<file path="src/rtl/a2d_pkg.sv">
// Shared types, widths and the SPI command encoding for the A2D conversion sequencer.
package a2d_pkg;

    localparam int unsigned RES_W  = 12;
    localparam int unsigned CMD_W  = 16;
    localparam int unsigned CH_W   = 3;
    localparam int unsigned NSLOT  = 4;

    typedef enum logic [1:0] {
        IDLE  = 2'd0,
        WAIT1 = 2'd1,
        GAP   = 2'd2,
        WAIT2 = 2'd3
    } state_t;

    typedef logic [1:0] slot_t;

    // ADC128S control word: channel select sits in bits [13:11], everything else zero
    typedef struct packed {
        logic [1:0]      rsvd;
        logic [CH_W-1:0] ch;
        logic [10:0]     pad;
    } cmd_t;

    function automatic logic [CMD_W-1:0] mk_cmd(input logic [CH_W-1:0] ch);
        cmd_t c;
        c.rsvd = 2'b00;
        c.ch   = ch;
        c.pad  = 11'h000;
        return c;
    endfunction

endpackage

</file>
<file path="src/rtl/a2d_sequencer_if.sv">
// Handshake between the conversion sequencer and the SPI_mstr16 transaction engine.
interface a2d_sequencer_if;
    import a2d_pkg::*;

    logic             wrt;
    logic [CMD_W-1:0] cmd;
    logic             done;
    logic [CMD_W-1:0] rd_data;

    modport master (
        output wrt,
        output cmd,
        input  done,
        input  rd_data
    );

    modport slave (
        input  wrt,
        input  cmd,
        output done,
        output rd_data
    );

endinterface

</file>
<file path="src/rtl/a2d_sequencer_tmo.sv">
// Saturating wait counter; flags when LIMIT cycles have been spent in a wait state.
module a2d_sequencer_tmo #(
    parameter int unsigned LIMIT = 1023
) (
    input  logic clk,
    input  logic rst,
    input  logic clr,
    input  logic en,
    output logic expired_c
);

    localparam int unsigned CNT_W = (LIMIT < 1) ? 1 : $clog2(LIMIT + 1);

    logic [CNT_W-1:0] cnt;

    assign expired_c = (cnt == CNT_W'(LIMIT));

    // Holds at LIMIT rather than wrapping so a missed abort can never look like a fresh wait
    always_ff @(posedge clk) begin
        if (rst) begin
            cnt <= '0;
        end else if (clr) begin
            cnt <= '0;
        end else if (en && !expired_c) begin
            cnt <= cnt + CNT_W'(1);
        end
    end

endmodule

</file>
<file path="src/rtl/a2d_sequencer.sv">
// Round-robin ADC128S conversion sequencer: two SPI frames per channel, four result registers.
module a2d_sequencer
    import a2d_pkg::*;
#(
    parameter logic [2:0]  CH_LFT   = 3'd0,
    parameter logic [2:0]  CH_RGHT  = 3'd4,
    parameter logic [2:0]  CH_STEER = 3'd5,
    parameter logic [2:0]  CH_BATT  = 3'd6,
    parameter int unsigned TIMEOUT  = 1023
) (
    input  logic              clk,
    input  logic              rst,
    input  logic              nxt,
    a2d_sequencer_if.master   spi,
    output logic [RES_W-1:0]  lft_ld,
    output logic [RES_W-1:0]  rght_ld,
    output logic [RES_W-1:0]  steer_pot,
    output logic [RES_W-1:0]  batt,
    output logic              cnv_cmplt,
    output logic              busy,
    output logic              err
);

    state_t           state, state_n;
    slot_t            slot, slot_n;
    logic             wrt_q, wrt_n;
    logic [CMD_W-1:0] cmd_q, cmd_n;
    logic             cmplt_n, err_n, busy_n, cap_en;
    logic             tmo_clr, tmo_en, tmo_expired_c;
    logic [RES_W-1:0] res_q [NSLOT];
    logic             unused_rd_hi;

    // Upper nibble of the ADC frame carries no conversion data
    assign unused_rd_hi = ^spi.rd_data[CMD_W-1:RES_W];

    function automatic logic [CH_W-1:0] slot_ch(input slot_t s);
        logic [CH_W-1:0] ch;
        ch = CH_LFT;
        case (s)
            2'd0:    ch = CH_LFT;
            2'd1:    ch = CH_RGHT;
            2'd2:    ch = CH_STEER;
            2'd3:    ch = CH_BATT;
            default: ch = CH_LFT;
        endcase
        return ch;
    endfunction

    a2d_sequencer_tmo #(
        .LIMIT (TIMEOUT)
    ) u_tmo (
        .clk       (clk),
        .rst       (rst),
        .clr       (tmo_clr),
        .en        (tmo_en),
        .expired_c (tmo_expired_c)
    );

    always_ff @(posedge clk) begin
        if (rst) begin
            state     <= IDLE;
            slot      <= '0;
            wrt_q     <= 1'b0;
            cmd_q     <= '0;
            cnv_cmplt <= 1'b0;
            err       <= 1'b0;
            busy      <= 1'b0;
        end else begin
            state     <= state_n;
            slot      <= slot_n;
            wrt_q     <= wrt_n;
            cmd_q     <= cmd_n;
            cnv_cmplt <= cmplt_n;
            err       <= err_n;
            busy      <= busy_n;
        end
    end

    always_ff @(posedge clk) begin
        if (rst) begin
            for (int i = 0; i < int'(NSLOT); i++) begin
                res_q[i] <= '0;
            end
        end else if (cap_en) begin
            res_q[slot] <= spi.rd_data[RES_W-1:0];
        end
    end

    // done is ignored while wrt is high: a stale level from the previous frame is still visible then
    always_comb begin
        state_n = state;
        slot_n  = slot;
        wrt_n   = 1'b0;
        cmd_n   = cmd_q;
        cmplt_n = 1'b0;
        err_n   = 1'b0;
        cap_en  = 1'b0;

        case (state)
            IDLE: begin
                if (nxt) begin
                    state_n = WAIT1;
                    wrt_n   = 1'b1;
                    cmd_n   = mk_cmd(slot_ch(slot));
                end
            end
            WAIT1: begin
                if (!wrt_q && spi.done) begin
                    state_n = GAP;
                end else if (tmo_expired_c) begin
                    state_n = IDLE;
                    err_n   = 1'b1;
                end
            end
            GAP: begin
                state_n = WAIT2;
                wrt_n   = 1'b1;
            end
            WAIT2: begin
                if (!wrt_q && spi.done) begin
                    state_n = IDLE;
                    cap_en  = 1'b1;
                    cmplt_n = 1'b1;
                    slot_n  = slot_t'(slot + slot_t'(1));
                end else if (tmo_expired_c) begin
                    state_n = IDLE;
                    err_n   = 1'b1;
                end
            end
            default: begin
                state_n = IDLE;
            end
        endcase

        busy_n  = (state_n != IDLE);
        tmo_en  = (state == WAIT1) || (state == WAIT2);
        tmo_clr = (state_n != state);
    end

    assign spi.wrt   = wrt_q;
    assign spi.cmd   = cmd_q;
    assign lft_ld    = res_q[0];
    assign rght_ld   = res_q[1];
    assign steer_pot = res_q[2];
    assign batt      = res_q[3];

endmodule

</file>
<file path="src/flat_wrapper.sv">
// flat-port wrapper written by rule: the top's interface ports become plain ports
module a2d_sequencer_flat import a2d_pkg::*;
#(
    parameter logic [2:0]  CH_LFT   = 3'd0,
    parameter logic [2:0]  CH_RGHT  = 3'd4,
    parameter logic [2:0]  CH_STEER = 3'd5,
    parameter logic [2:0]  CH_BATT  = 3'd6,
    parameter int unsigned TIMEOUT  = 1023
)
  (clk, rst, nxt, lft_ld, rght_ld, steer_pot, batt, cnv_cmplt, busy, err, spi_wrt, spi_cmd, spi_done, spi_rd_data);
  a2d_sequencer_if spi_i ();
  input  logic clk;
  input  logic rst;
  input  logic nxt;
  output logic [RES_W-1:0] lft_ld;
  output logic [RES_W-1:0] rght_ld;
  output logic [RES_W-1:0] steer_pot;
  output logic [RES_W-1:0] batt;
  output logic cnv_cmplt;
  output logic busy;
  output logic err;
  output wire logic [$bits(spi_i.wrt)-1:0] spi_wrt;
  output wire logic [$bits(spi_i.cmd)-1:0] spi_cmd;
  input wire logic [$bits(spi_i.done)-1:0] spi_done;
  input wire logic [$bits(spi_i.rd_data)-1:0] spi_rd_data;
  assign spi_wrt = spi_i.wrt;
  assign spi_cmd = spi_i.cmd;
  assign spi_i.done = spi_done;
  assign spi_i.rd_data = spi_rd_data;
  a2d_sequencer #(.CH_LFT(CH_LFT), .CH_RGHT(CH_RGHT), .CH_STEER(CH_STEER), .CH_BATT(CH_BATT), .TIMEOUT(TIMEOUT)) u_core (.clk(clk), .rst(rst), .nxt(nxt), .spi(spi_i), .lft_ld(lft_ld), .rght_ld(rght_ld), .steer_pot(steer_pot), .batt(batt), .cnv_cmplt(cnv_cmplt), .busy(busy), .err(err));
endmodule
</file>
<file path="config.mk">
export PLATFORM = sky130hd
export DESIGN_NAME = a2d_sequencer_flat
export DESIGN_NICKNAME = d
export VERILOG_FILES = /design/src/rtl/a2d_pkg.sv /design/src/rtl/a2d_sequencer_if.sv /design/src/rtl/a2d_sequencer_tmo.sv /design/src/rtl/a2d_sequencer.sv /design/src/flat_wrapper.sv
export SDC_FILE = /design/constraint.sdc
export NUM_CORES = 1
export LEC_CHECK = 0
export BUFFER_PORTS_ARGS = -buffer_cell sky130_fd_sc_hd__buf_2
export CORE_MARGIN = 5
export CORE_UTILIZATION = 50
export CTS_CLUSTER_DIAMETER = 80
export CTS_CLUSTER_SIZE = 24
export DETAILED_ROUTE_END_ITERATION = 10
export GPL_TIMING_DRIVEN = 0
export PLACE_DENSITY = 0.77
export SYNTH_ARGS = -nofsm -noshare
export SYNTH_HDL_FRONTEND = slang
export SYNTH_SLANG_ARGS = --single-unit
</file>
<file path="constraint.sdc">
create_clock -name clk -period 3.4 [get_ports clk]
set_clock_uncertainty 0.2 [all_clocks]
set_input_delay 0.34 -clock clk [delete_from_list [all_inputs] [get_ports clk]]
set_output_delay 0.34 -clock clk [all_outputs]
set_load 0.01 [all_outputs]
</file>
==> results of run 1 <==
## flip-flops by register name, indices dropped and copies added, names as in the netlist
name / count
u_core.busy: 1
u_core.cnv_cmplt: 1
u_core.err: 1
u_core.res_q: 48
u_core.slot: 2
u_core.spi.cmd: 3
u_core.spi.wrt: 1
u_core.state: 2
u_core.u_tmo.cnt: 10
## metal layers
metal / track usage / wire, microns / vias up
met5: 0 / 0 / -
met4: 0.0765 / 91 / 0
met3: 0.0399 / 492 / 8
met1: 0.195 / 2220 / 909
met2: 0.260 / 2770 / 73
li1: - / - / 963
## layout make-up
| class | instances | area [sq um] |
|---|---|---|
| buffer | 23 | 164 |
| clock buffer | 9 | 124 |
| clock inverter | 7 | 73.8 |
| fill | 479 | 2190 |
| inverter | 3 | 11.3 |
| multi-input combinational | 145 | 950 |
| sequential | 69 | 1860 |
| tap | 75 | 93.8 |
| timing repair buffer | 69 | 345 |
## worst min-delay path by stage
stage,from,cells after the start,endpoint
final,nxt,3,u_core.spi.wrt
after global routing,nxt,3,u_core.spi.wrt
after floorplan,u_core.u_tmo.cnt[1],2,u_core.u_tmo.cnt[1]
after CTS,nxt,3,u_core.spi.wrt
after detailed placement,u_core.spi.cmd[12],2,u_core.spi.cmd[12]
after global placement,u_core.spi.cmd[11],2,u_core.spi.cmd[11]
## Yosys cell counts, drive strengths merged
cell	instances
buf	15
nor2	14
and4	2
and3	3
o211ai	1
o31ai	2
nor3	5
mux2i	3
nand3	5
clkbuf	8
xor2	5
a31o	1
nand4	3
xnor2	1
o21a	1
a211oi	4
o21bai	1
or2	3
o21ai	1
nor3b	2
ha	4
a21oi	7
nand2	5
dfxtp	21
conb	1
nor2b	1
inv	3
edfxtp	48
and2	50
or3	1
o2111ai	2
nor4	4
or4	1
## critical path, delay by kind of cell, from the launching register on
kind               cells  cell delay, ps
and+or+nand+nor        2             400
DFF                    1             340
AOI/OAI and AO/OA      1             940
## layout by cell type (no fill, tap or decap), types with 2 or more instances in the layout
master     netlist  layout
a211oi_1         4       4
a21oi_1          5       5
and2_1          50      50
and3_2           2       2
buf_2            1      70
buf_4           13      13
clkbuf_1         6       6
clkbuf_8         2      11
clkinv_2         0       2
conb_1           1      13
dfxtp_1         21      21
edfxtp_1        48      48
ha_1             4       4
inv_1            3       3
inv_6            0       2
mux2i_1          3       3
nand2_1          5       5
nand3_1          3       3
nand3_2          2       2
nand4_1          2       2
nor2_1          14      14
nor3_1           4       4
nor3b_1          2       2
nor4_2           3       3
o2111ai_1        2       2
o31ai_1          2       2
or2_2            3       3
xor2_1           5       5
## power groups by stage
| stage | combinational [mW] | clock [mW] | sequential (mW) |
|---|---|---|---|
| after floorplan | 0.0649 | 0 | 0.963 |
| after global placement | 0.127 | 0 | 0.950 |
| after detailed placement | 0.128 | 0 | 0.951 |
| after CTS | 0.129 | 0.669 | 0.932 |
| after global routing | 0.141 | 0.706 | 0.935 |
| final | 0.128 | 0.653 | 0.931 |
## kinds of logic after synthesis
logic type | count (synthesis) | share of synthesized area
xor+xnor | 6 | 0.0179
simple gates | 99 | 0.211
compound gates | 20 | 0.0506
other cells | 1 | 0.00127
buf+inv | 26 | 0.0595
flops | 69 | 0.633
fa+ha+maj | 4 | 0.0170
mux | 3 | 0.0102
## metrics by stage
stage / instances / area [sq um] / hold slack [ps]
after global routing: 400 / 3620 / 117
after CTS: 400 / 3620 / 98.4
after detailed placement: 384 / 3430 / 282
after global placement: 384 / 3430 / 276
final: 400 / 3620 / 108
after floorplan: 240 / 2990 / 262
==> reports/metrics.cfg, run 1 <==
[logic_synthesis]
avgSynthCellArea_sq_um=12.9
ys_top_cells_by_area=edfxtp_1 (49%), dfxtp_1 (14%), and2_1 (11%), buf_4 (3.3%), nor2_1 (1.8%)
synthCells=228
synth_top_area_share=0.490
synth-seq-cells=69
synth_cell_type_count=44
syn_area_sq_um=2940
yosysSeqAreaShare=0.633
synth_top_area_cell=edfxtp_1
yosys_warnings=0

[drt]
viasPerCell=4.88
drtIter0Drc=75
drt_wl_total_microns=5580
drc=0
first_pass_iters=4
vias=1953
antenna_left=0
post_drt_wl_per_cell_microns=13.9

[clock_network]
cts_buffers=9
cts_buffer_depth=2
h-tree-depth=3
post_cts_buffers=0
path_clk_slew_ps=70
cts.repair.resized=0
clock-root-buffer=clkbuf_8
cts_tree=yes
clk_latency_ps=330
cts.sinks=69
ctsHoldBuffers=0

[critical_path]
crit_arrival_ps=2010
crit_fanout=12
cp-start-kind=flip-flop
path_cells=nor2b_4 -> nand3_2 -> o21bai_1
r2r_setup_slack_ps=1150
rr_startpoint=u_core.spi.wrt
crit_start=u_core.spi.wrt
worstSetupPathType=reg -> reg
crit_end=u_core.res_q[3][5]
slowest_delay_ps=940
cpMaxStageDelayCell=o21bai_1
r2r_cells=3
cp-end-kind=flip-flop
regToRegEndpoint=u_core.res_q[3][5]
critPathRequiredTime_ps=3150

[timing]
finalWorstSetupSlack_ps=1150
fin_crit_ps=2250
fmax_ghz=0.444
tightest_slew_ps=1120
slew_violations=0
fin_crit_sh=0.663
setup_viol=0
hold_viol_final=0
tns_ps=0
rsz0062_at_grt=no
relSlewSlack=0.254

[die]
num_rows=28
start_util=0.506
dieHeight_microns=86.7
io_pins=88
dieWidth_microns=86.7
core_area_sq_um=5820
die-area_sq_um=7520

[power_and_ir_drop]
clkPwrFrac=0.381
switching_share=0.232
p_comb_frac=0.075
seqPwrFrac=0.544
internal-power_mw=1.31
total_power_mw=1.71
vdd_drop_max_mv=0.253
p_switching_mw=0.398
leakagePower_nw=1.55
power.density_nw_per_um2=473

[placed_design]
dpl.hpwl_microns=4150
gp_congestion=0.779
dp_slack_ps=1030
port_buffers=69

[layout]
layout.nets=344
final_layout_size_suffix_gt1_frac=0.363
area_delta_synth_final_pct=23.2
n_antenna_cell=0
utilization=0.623

[grt]
grt_pass1_vias=1841
grt.total_usage=0.158
grt_max_degree=14
gr-total-overflow=0
grt_pass1_wl_microns=8900
antenna_found_initial=0

[status]
status=complete, no violations

[min_path]
hp-class=in -> reg

[flow_run]
maxCapViolCount=0

Power figures use the tool's default switching activity.
==> run 2: changes to the inputs <==
--- a/config.mk
+++ b/config.mk
@@ -5,6 +5,7 @@
 export SDC_FILE = /design/constraint.sdc
 export NUM_CORES = 1
 export LEC_CHECK = 0
+export ABC_AREA = 1
 export BUFFER_PORTS_ARGS = -buffer_cell sky130_fd_sc_hd__buf_2
 export CORE_MARGIN = 5
 export CORE_UTILIZATION = 50
==> constraint.sdc (replaced) <==
create_clock -name clk -period 2.1 [get_ports clk]
set_clock_uncertainty 0.2 [all_clocks]
set_input_delay 0.21 -clock clk [delete_from_list [all_inputs] [get_ports clk]]
set_output_delay 0.21 -clock clk [all_outputs]
set_load 0.01 [all_outputs]
==> run 2 against run 1 <==
Net effect:
- sequential power up 63%
- hold slack worse by 80 ps
- utilization grew 0.82 points
- non-clock buffer count is 2 lower
==> reports/metrics.cfg, run 2 <==
[clock_network]
clock-root-buffer=clkbuf_8  ; unchanged
h-tree-depth=3  ; unchanged
cts_tree=yes  ; unchanged
clk_latency_ps=340  ; was 330 ps
path_clk_slew_ps=80  ; was 70 ps
cts.sinks=69  ; unchanged
cts_buffers=9  ; unchanged
cts_buffer_depth=2  ; unchanged

[critical_path]
crit_arrival_ps=1700  ; was 2010 ps
r2r_setup_slack_ps=180  ; was 1150 ps
regToRegEndpoint=u_core.res_q[3][2]  ; was u_core.res_q[3][5]
crit_fanout=12  ; unchanged
r2r_cells=5  ; was 3
critPathRequiredTime_ps=1870  ; was 3150 ps
slowest_delay_ps=570  ; was 940 ps
critPathBufInv=1  ; was 0
path_cells=nor2_2 -> nand2_2 -> nor2_4 -> inv_1 -> o31ai_4  ; was nor2b_4 -> nand3_2 -> o21bai_1
worstSetupPathType=reg -> reg  ; unchanged
cp-end-kind=flip-flop  ; unchanged
cpMaxStageDelayCell=o31ai_4  ; was o21bai_1
rr_startpoint=u_core.spi.wrt  ; unchanged
cp-start-kind=flip-flop  ; unchanged
crit_family=compound AO/OA/AOI/OAI gates  ; unchanged

[layout]
area_delta_synth_final_pct=24.3  ; was 23.2%
largest_reg_flops=48  ; unchanged
fin_cells=461  ; was 400
utilization=0.631  ; was 0.623
top_register=u_core.res_q  ; unchanged
layout.nets=405  ; was 344
final_cell_area_sq_um=3670  ; was 3620 sq um
final_common_cell=buf_2  ; unchanged
n_antenna_cell=0  ; unchanged
final_cell_mix=buf_2 (71), nor2_1 (55), edfxtp_1 (48)  ; was buf_2 (70), and2_1 (50), edfxtp_1 (48)
final_layout_size_suffix_gt1_frac=0.332  ; was 0.363

[logic_synthesis]
synth_enable_flop_cells=48  ; unchanged
synthCells=287  ; was 228
avgSynthCellArea_sq_um=10.3  ; was 12.9 sq um
synth_top_area_share=0.488  ; was 0.490
synthArstFlopShare=0  ; unchanged
syn_area_sq_um=2950  ; was 2940 sq um
synth_compound_area_frac=0.0322  ; was 0.0506
synth_top_family_by_area=simple AND/OR/NAND/NOR gates  ; unchanged
synth_cell_type_count=29  ; was 44
synth-seq-cells=69  ; unchanged
yosys-mux-area-fraction=0  ; was 0.0102
synthSimpleGateAreaFrac=0.214  ; was 0.211
synth_top_area_cell=edfxtp_1  ; unchanged
synthAdderAreaFrac=0.0169  ; was 0.0170
yosys_warnings=0  ; unchanged
synth-xor-area-share=0.00890  ; was 0.0179
yosysSeqAreaShare=0.631  ; was 0.633
ys_top_cells_by_area=edfxtp_1 (49%), dfxtp_1 (14%), nor2_1 (7.0%), nand2_1 (6.4%), inv_1 (4.2%)  ; was edfxtp_1 (49%), dfxtp_1 (14%), and2_1 (11%), buf_4 (3.3%), nor2_1 (1.8%)
synthTopCellsByCount=nor2_1 (55), nand2_1 (50), edfxtp_1 (48)  ; was and2_1 (50), edfxtp_1 (48), dfxtp_1 (21)
synth.most_common_cell=nor2_1  ; was and2_1
ys.flop_type=edfxtp_1  ; unchanged

[timing]
hold_viol_final=0  ; unchanged
tightest_slew_ps=685  ; was 1120 ps
relSlewSlack=0.543  ; was 0.254
rsz0062_at_grt=no  ; unchanged
holdWs_ps=27.7  ; was 108 ps
fin_crit_ps=1920  ; was 2250 ps
fmax_ghz=0.521  ; was 0.444 GHz
fin_crit_sh=0.915  ; was 0.663
setup_viol=0  ; unchanged
finalWorstSetupSlack_ps=179  ; was 1150 ps
slew_violations=0  ; unchanged
tns_ps=0  ; unchanged

[grt]
grt_pass1_vias=2003  ; was 1841
gr-total-overflow=0  ; unchanged
grt_max_degree=14  ; unchanged
antenna_found_initial=0  ; unchanged
grt_pass1_wl_microns=9270  ; was 8900 microns
grt.total_usage=0.162  ; was 0.158

[die]
dieHeight_microns=86.9  ; was 86.7 microns
core_area_sq_um=5820  ; unchanged
dieWidth_microns=86.9  ; was 86.7 microns
start_util=0.508  ; was 0.506
num_rows=28  ; unchanged
die-area_sq_um=7540  ; was 7520 sq um
io_pins=88  ; unchanged

[placed_design]
dp_cells=444  ; was 384
dp_slack_ps=-159  ; was 1030 ps
port_buffers=70  ; was 69
dpl.hpwl_microns=4330  ; was 4150 microns
place_area_sq_um=3450  ; was 3430 sq um
gp_congestion=0.870  ; was 0.779

[min_path]
min_delay_path_depth=3  ; unchanged
worstHoldStart=spi_rd_data[6]  ; was nxt
hp-class=in -> reg  ; unchanged
min_to=u_core.res_q[1][6]  ; was u_core.spi.wrt

[power_and_ir_drop]
total_power_mw=2.83  ; was 1.71 mW
leakagePower_nw=1.72  ; was 1.55 nW
power.density_nw_per_um2=770  ; was 473 nW/um^2
vdd_drop_max_mv=0.499  ; was 0.253 mV

[drt]
drtIter0Drc=83  ; was 75
drc=0  ; unchanged
vias=2120  ; was 1953
antenna_left=0  ; unchanged
first_pass_iters=4  ; unchanged
drt_wl_total_microns=5750  ; was 5580 microns
viasPerCell=4.60  ; was 4.88
post_drt_wl_per_cell_microns=12.5  ; was 13.9 microns

[status]
status=complete, no violations  ; unchanged

[flow_run]
maxCapViolCount=0  ; unchanged

[run 2: cell type report]
cell class,instances,area (sq um)
repair buffers,71,360
inverters,36,135
fillers,496,2140
well taps,75,93.8
multi-input cells,175,875
plain buffers,19,148
clock buffers,9,124
flip-flops and latches,69,1860
clock inverters,7,73.8
[run 2: routing by layer]
metal | global-route usage | wire (microns)
met1 | 0.203 | 2400
met2 | 0.251 | 2670
met3 | 0.0624 | 521
met4 | 0.0680 | 157
met5 | 0 | 0
[run 2: worst max path at each step]
stage / from / slack (ps) / cells past startpoint / to
2_1_floorplan: u_core.spi.wrt / 130 / 5 / u_core.res_q[3][0]
3_3_place_gp: u_core.spi.wrt / -110 / 5 / u_core.res_q[3][7]
3_5_place_dp: u_core.spi.wrt / -160 / 5 / u_core.res_q[3][3]
4_1_cts: u_core.spi.wrt / 20 / 8 / u_core.res_q[1][3]
5_1_grt: u_core.spi.wrt / 40 / 8 / u_core.res_q[0][6]
6_report: u_core.spi.wrt / 180 / 5 / u_core.res_q[3][2]
[run 2: repair_timing]
action,CTS,global route
endpoints found under the hold margin,2,0
setup endpoints to repair,28,12
hold buffers,1,0
resized for setup,3,1
cloned,0,0
buffers inserted,0,0
[run 2: power breakdown]
group | internal [mW] | switching [mW] | leakage [nW]
Combinational | 0.0843 | 0.156 | 0.969
Sequential | 1.50 | 0.0188 | 0.666
Clock | 0.549 | 0.520 | 0.0879
Total | 2.13 | 0.694 | 1.72
[run 2: cells by family after synthesis]
logic type               after synthesis
AO/OA/AOI/OAI                         18
XOR/XNOR                               3
adder cells (fa/ha/maj)                4
buffers and inverters                 55
flip-flops                            69
other                                  1
AND/OR/NAND/NOR                      137
[run 2: worst reg2reg max path: stages, from the launching register on]
cell and delay [ps]:
dfxtp_1 320, nor2_2 160, nand2_2 100, nor2_4 120
inv_1 90, o31ai_4 570
==> run 3: changes to the inputs <==
--- a/config.mk
+++ b/config.mk
@@ -8,12 +8,13 @@
 export ABC_AREA = 1
 export BUFFER_PORTS_ARGS = -buffer_cell sky130_fd_sc_hd__buf_2
 export CORE_MARGIN = 5
-export CORE_UTILIZATION = 50
+export CORE_UTILIZATION = 35
+export CTS_BUF_LIST = sky130_fd_sc_hd__clkbuf_4 sky130_fd_sc_hd__clkbuf_8 sky130_fd_sc_hd__clkbuf_16
 export CTS_CLUSTER_DIAMETER = 80
 export CTS_CLUSTER_SIZE = 24
 export DETAILED_ROUTE_END_ITERATION = 10
 export GPL_TIMING_DRIVEN = 0
-export PLACE_DENSITY = 0.77
+export PLACE_DENSITY = 0.57
 export SYNTH_ARGS = -nofsm -noshare
 export SYNTH_HDL_FRONTEND = slang
 export SYNTH_SLANG_ARGS = --single-unit
==> run 3 against run 2 <==
Net effect:
- non-clock buffer count stayed put
- clock power is 5% higher
- cell count is 6.5% higher
- via count is 1.8% lower
- total power is 1.8% higher
- register-to-register slack worse by 40 ps
- count of clock-buffer cells in the layout stayed put
- utilization is 18 points lower
- routed wire length is 8.9% higher
- die area is 38% higher
- fmax is 2.0% lower
==> reports/metrics.cfg, run 3 (synthesized netlist as in run 2, its figures left out) <==
[clock_network]
cts.sinks=69  ; unchanged
cts_tree=yes  ; unchanged
h-tree-depth=3  ; unchanged
clk_latency_ps=340  ; about the same
post_cts_buffers=0  ; unchanged
path_clk_slew_ps=90  ; was 80 ps
clock-root-buffer=clkbuf_8  ; unchanged
cts_buffer_depth=2  ; unchanged
cts_buffers=9  ; unchanged

[die]
num_rows=33  ; was 28
start_util=0.359  ; was 0.508
io_pins=88  ; unchanged
core_area_sq_um=8220  ; was 5820 sq um
dieHeight_microns=102  ; was 86.9 microns
die-area_sq_um=10400  ; was 7540 sq um
dieWidth_microns=102  ; was 86.9 microns

[power_and_ir_drop]
vdd_drop_max_mv=0.381  ; was 0.499 mV
power.density_nw_per_um2=774  ; was 770 nW/um^2
leakagePower_nw=1.74  ; was 1.72 nW

[layout]
n_antenna_cell=0  ; unchanged
seqCellArea_sq_um=1860  ; unchanged
area_delta_synth_final_pct=25.8  ; was 24.3%
largest_reg_flops=48  ; unchanged
final_layout_size_suffix_gt1_frac=0.332  ; unchanged
top_register=u_core.res_q  ; unchanged
n_fill_cell=804  ; was 496
final_common_cell=buf_2  ; unchanged
final_cell_mix=buf_2 (71), nor2_1 (55), edfxtp_1 (48)  ; unchanged
multiInputGateArea_sq_um=875  ; unchanged
utilization=0.452  ; was 0.631
layout.nets=405  ; unchanged

[timing]
fin_crit_ps=1960  ; was 1920 ps
rsz0062_at_grt=no  ; unchanged
fmax_ghz=0.510  ; was 0.521 GHz
setup_viol=0  ; unchanged
tightest_slew_ps=663  ; was 685 ps
finalWorstSetupSlack_ps=139  ; was 179 ps
hold_viol_final=0  ; unchanged
fin_crit_sh=0.934  ; was 0.915
slew_violations=0  ; unchanged
relSlewSlack=0.558  ; was 0.543

[critical_path]
r2r_setup_slack_ps=140  ; was 180 ps
crit_arrival_ps=1770  ; was 1700 ps
crit_start=u_core.spi.wrt  ; unchanged
critPathRequiredTime_ps=1910  ; was 1870 ps
worstSetupPathType=reg -> reg  ; unchanged
cp-start-kind=flip-flop  ; unchanged
cp-end-kind=flip-flop  ; unchanged
crit_end=u_core.res_q[0][6]  ; was u_core.res_q[3][2]
rr_startpoint=u_core.spi.wrt  ; unchanged
crit_fanout=12  ; unchanged
r2r_cells=8  ; was 5
regToRegEndpoint=u_core.res_q[0][6]  ; was u_core.res_q[3][2]

[grt]
use_met1=0.171  ; was 0.203
grt.busiest_layer=met2  ; unchanged
grt_pass1_vias=2019  ; was 2003
grt.total_usage=0.125  ; was 0.162
grt_max_degree=15  ; was 14
antenna_found_initial=0  ; unchanged
met2_usage=0.191  ; was 0.251
grt_use_met3=0.0334  ; was 0.0624
gr-total-overflow=0  ; unchanged
grt_pass1_wl_microns=9900  ; was 9270 microns

[placed_design]
port_buffers=70  ; unchanged
gp_congestion=0.775  ; was 0.870
dpl.hpwl_microns=4660  ; was 4330 microns
dp_slack_ps=-165  ; was -159 ps

[drt]
post_drt_wl_per_cell_microns=12.7  ; was 12.5 microns
first_pass_iters=4  ; unchanged
vias=2081  ; was 2120
drc=0  ; unchanged
drtIter0Drc=75  ; was 83
viasPerCell=4.24  ; was 4.60
drt_wl_total_microns=6250  ; was 5750 microns
antenna_left=0  ; unchanged

[min_path]
hp-class=in -> reg  ; unchanged

[status]
status=complete, no violations  ; unchanged

[flow_run]
maxCapViolCount=0  ; unchanged

[run 3: cell types whose count changed in the layout (fill, tap and decap cells not counted), sizes merged]
| cell | previous run | this run |
|---|---|---|
| inv | 37 | 40 |
| clkinvlp | 4 | 1 |
[run 3: layer usage]
metal	up-vias	part of all wire	wire, microns
li1	1083	-	-
met1	917	0.45	2800
met2	75	0.45	2820
met3	6	0.091	566
met4	0	0.011	66
met5	-	0	0
[run 3: what timing repair did]
| action | 4_1_cts | 5_1_grt |
|---|---|---|
| hold buffers | 1 | 0 |
| setup endpoints to repair | 48 | 0 |
| gates resized for setup | 4 | 0 |
| hold endpoints to repair | 4 | 0 |
[run 3: power by group]
group	internal [mW]	switching [mW]	total (mW)	leakage [nW]
Combinational	0.0843	0.157	0.241	0.969
Clock	0.567	0.550	1.12	0.101
Sequential	1.50	0.0207	1.52	0.666
Total	2.15	0.727	2.88	1.74
[run 3: through the flow]
step           cell area (sq um)  hold WS, ps  std cells  total power [mW]  setup TNS (ps)
6_report                    3720         23.7        491              2.88               0
5_1_grt                     3720         35.2        491              3.00               0
4_1_cts                     3720         18.0        491              2.91               0
3_5_place_dp                3480          237        474              1.79           -4140
3_3_place_gp                3480          234        474              1.79           -2130
2_1_floorplan               3000         79.1        299              1.70               0
[run 3: worst max-delay path, cell delays in order, from the launching register on]
cell,delay [ps]
dfxtp_1,320
nor2_2,170
nand2_2,110
nor2_4,120
nand2_4,100
nor2_8,130
nand2_4,80
buf_6,160
nand2_2,250
[run 3: worst min path at each step]
| stage | slack [ps] | cells after the start | from | end |
|---|---|---|---|---|
| 6_report | 20 | 3 | spi_rd_data[10] | u_core.res_q[3][10] |
| 2_1_floorplan | 80 | 1 | rst | u_core.spi.wrt |
| 4_1_cts | 20 | 4 | spi_done | u_core.err |
| 5_1_grt | 40 | 3 | spi_rd_data[10] | u_core.res_q[1][10] |
| 3_3_place_gp | 230 | 2 | rst | u_core.spi.wrt |
| 3_5_place_dp | 240 | 2 | rst | u_core.spi.wrt |
[run 3: layout make-up]
type	instances	area share
clock buffers	9	0.0333
well taps	105	0.0354
clock inverters	7	0.0219
repair buffers	71	0.0970
flip-flops and latches	69	0.501
plain buffers	19	0.0397
multi-input cells	175	0.235
inverters	36	0.0364
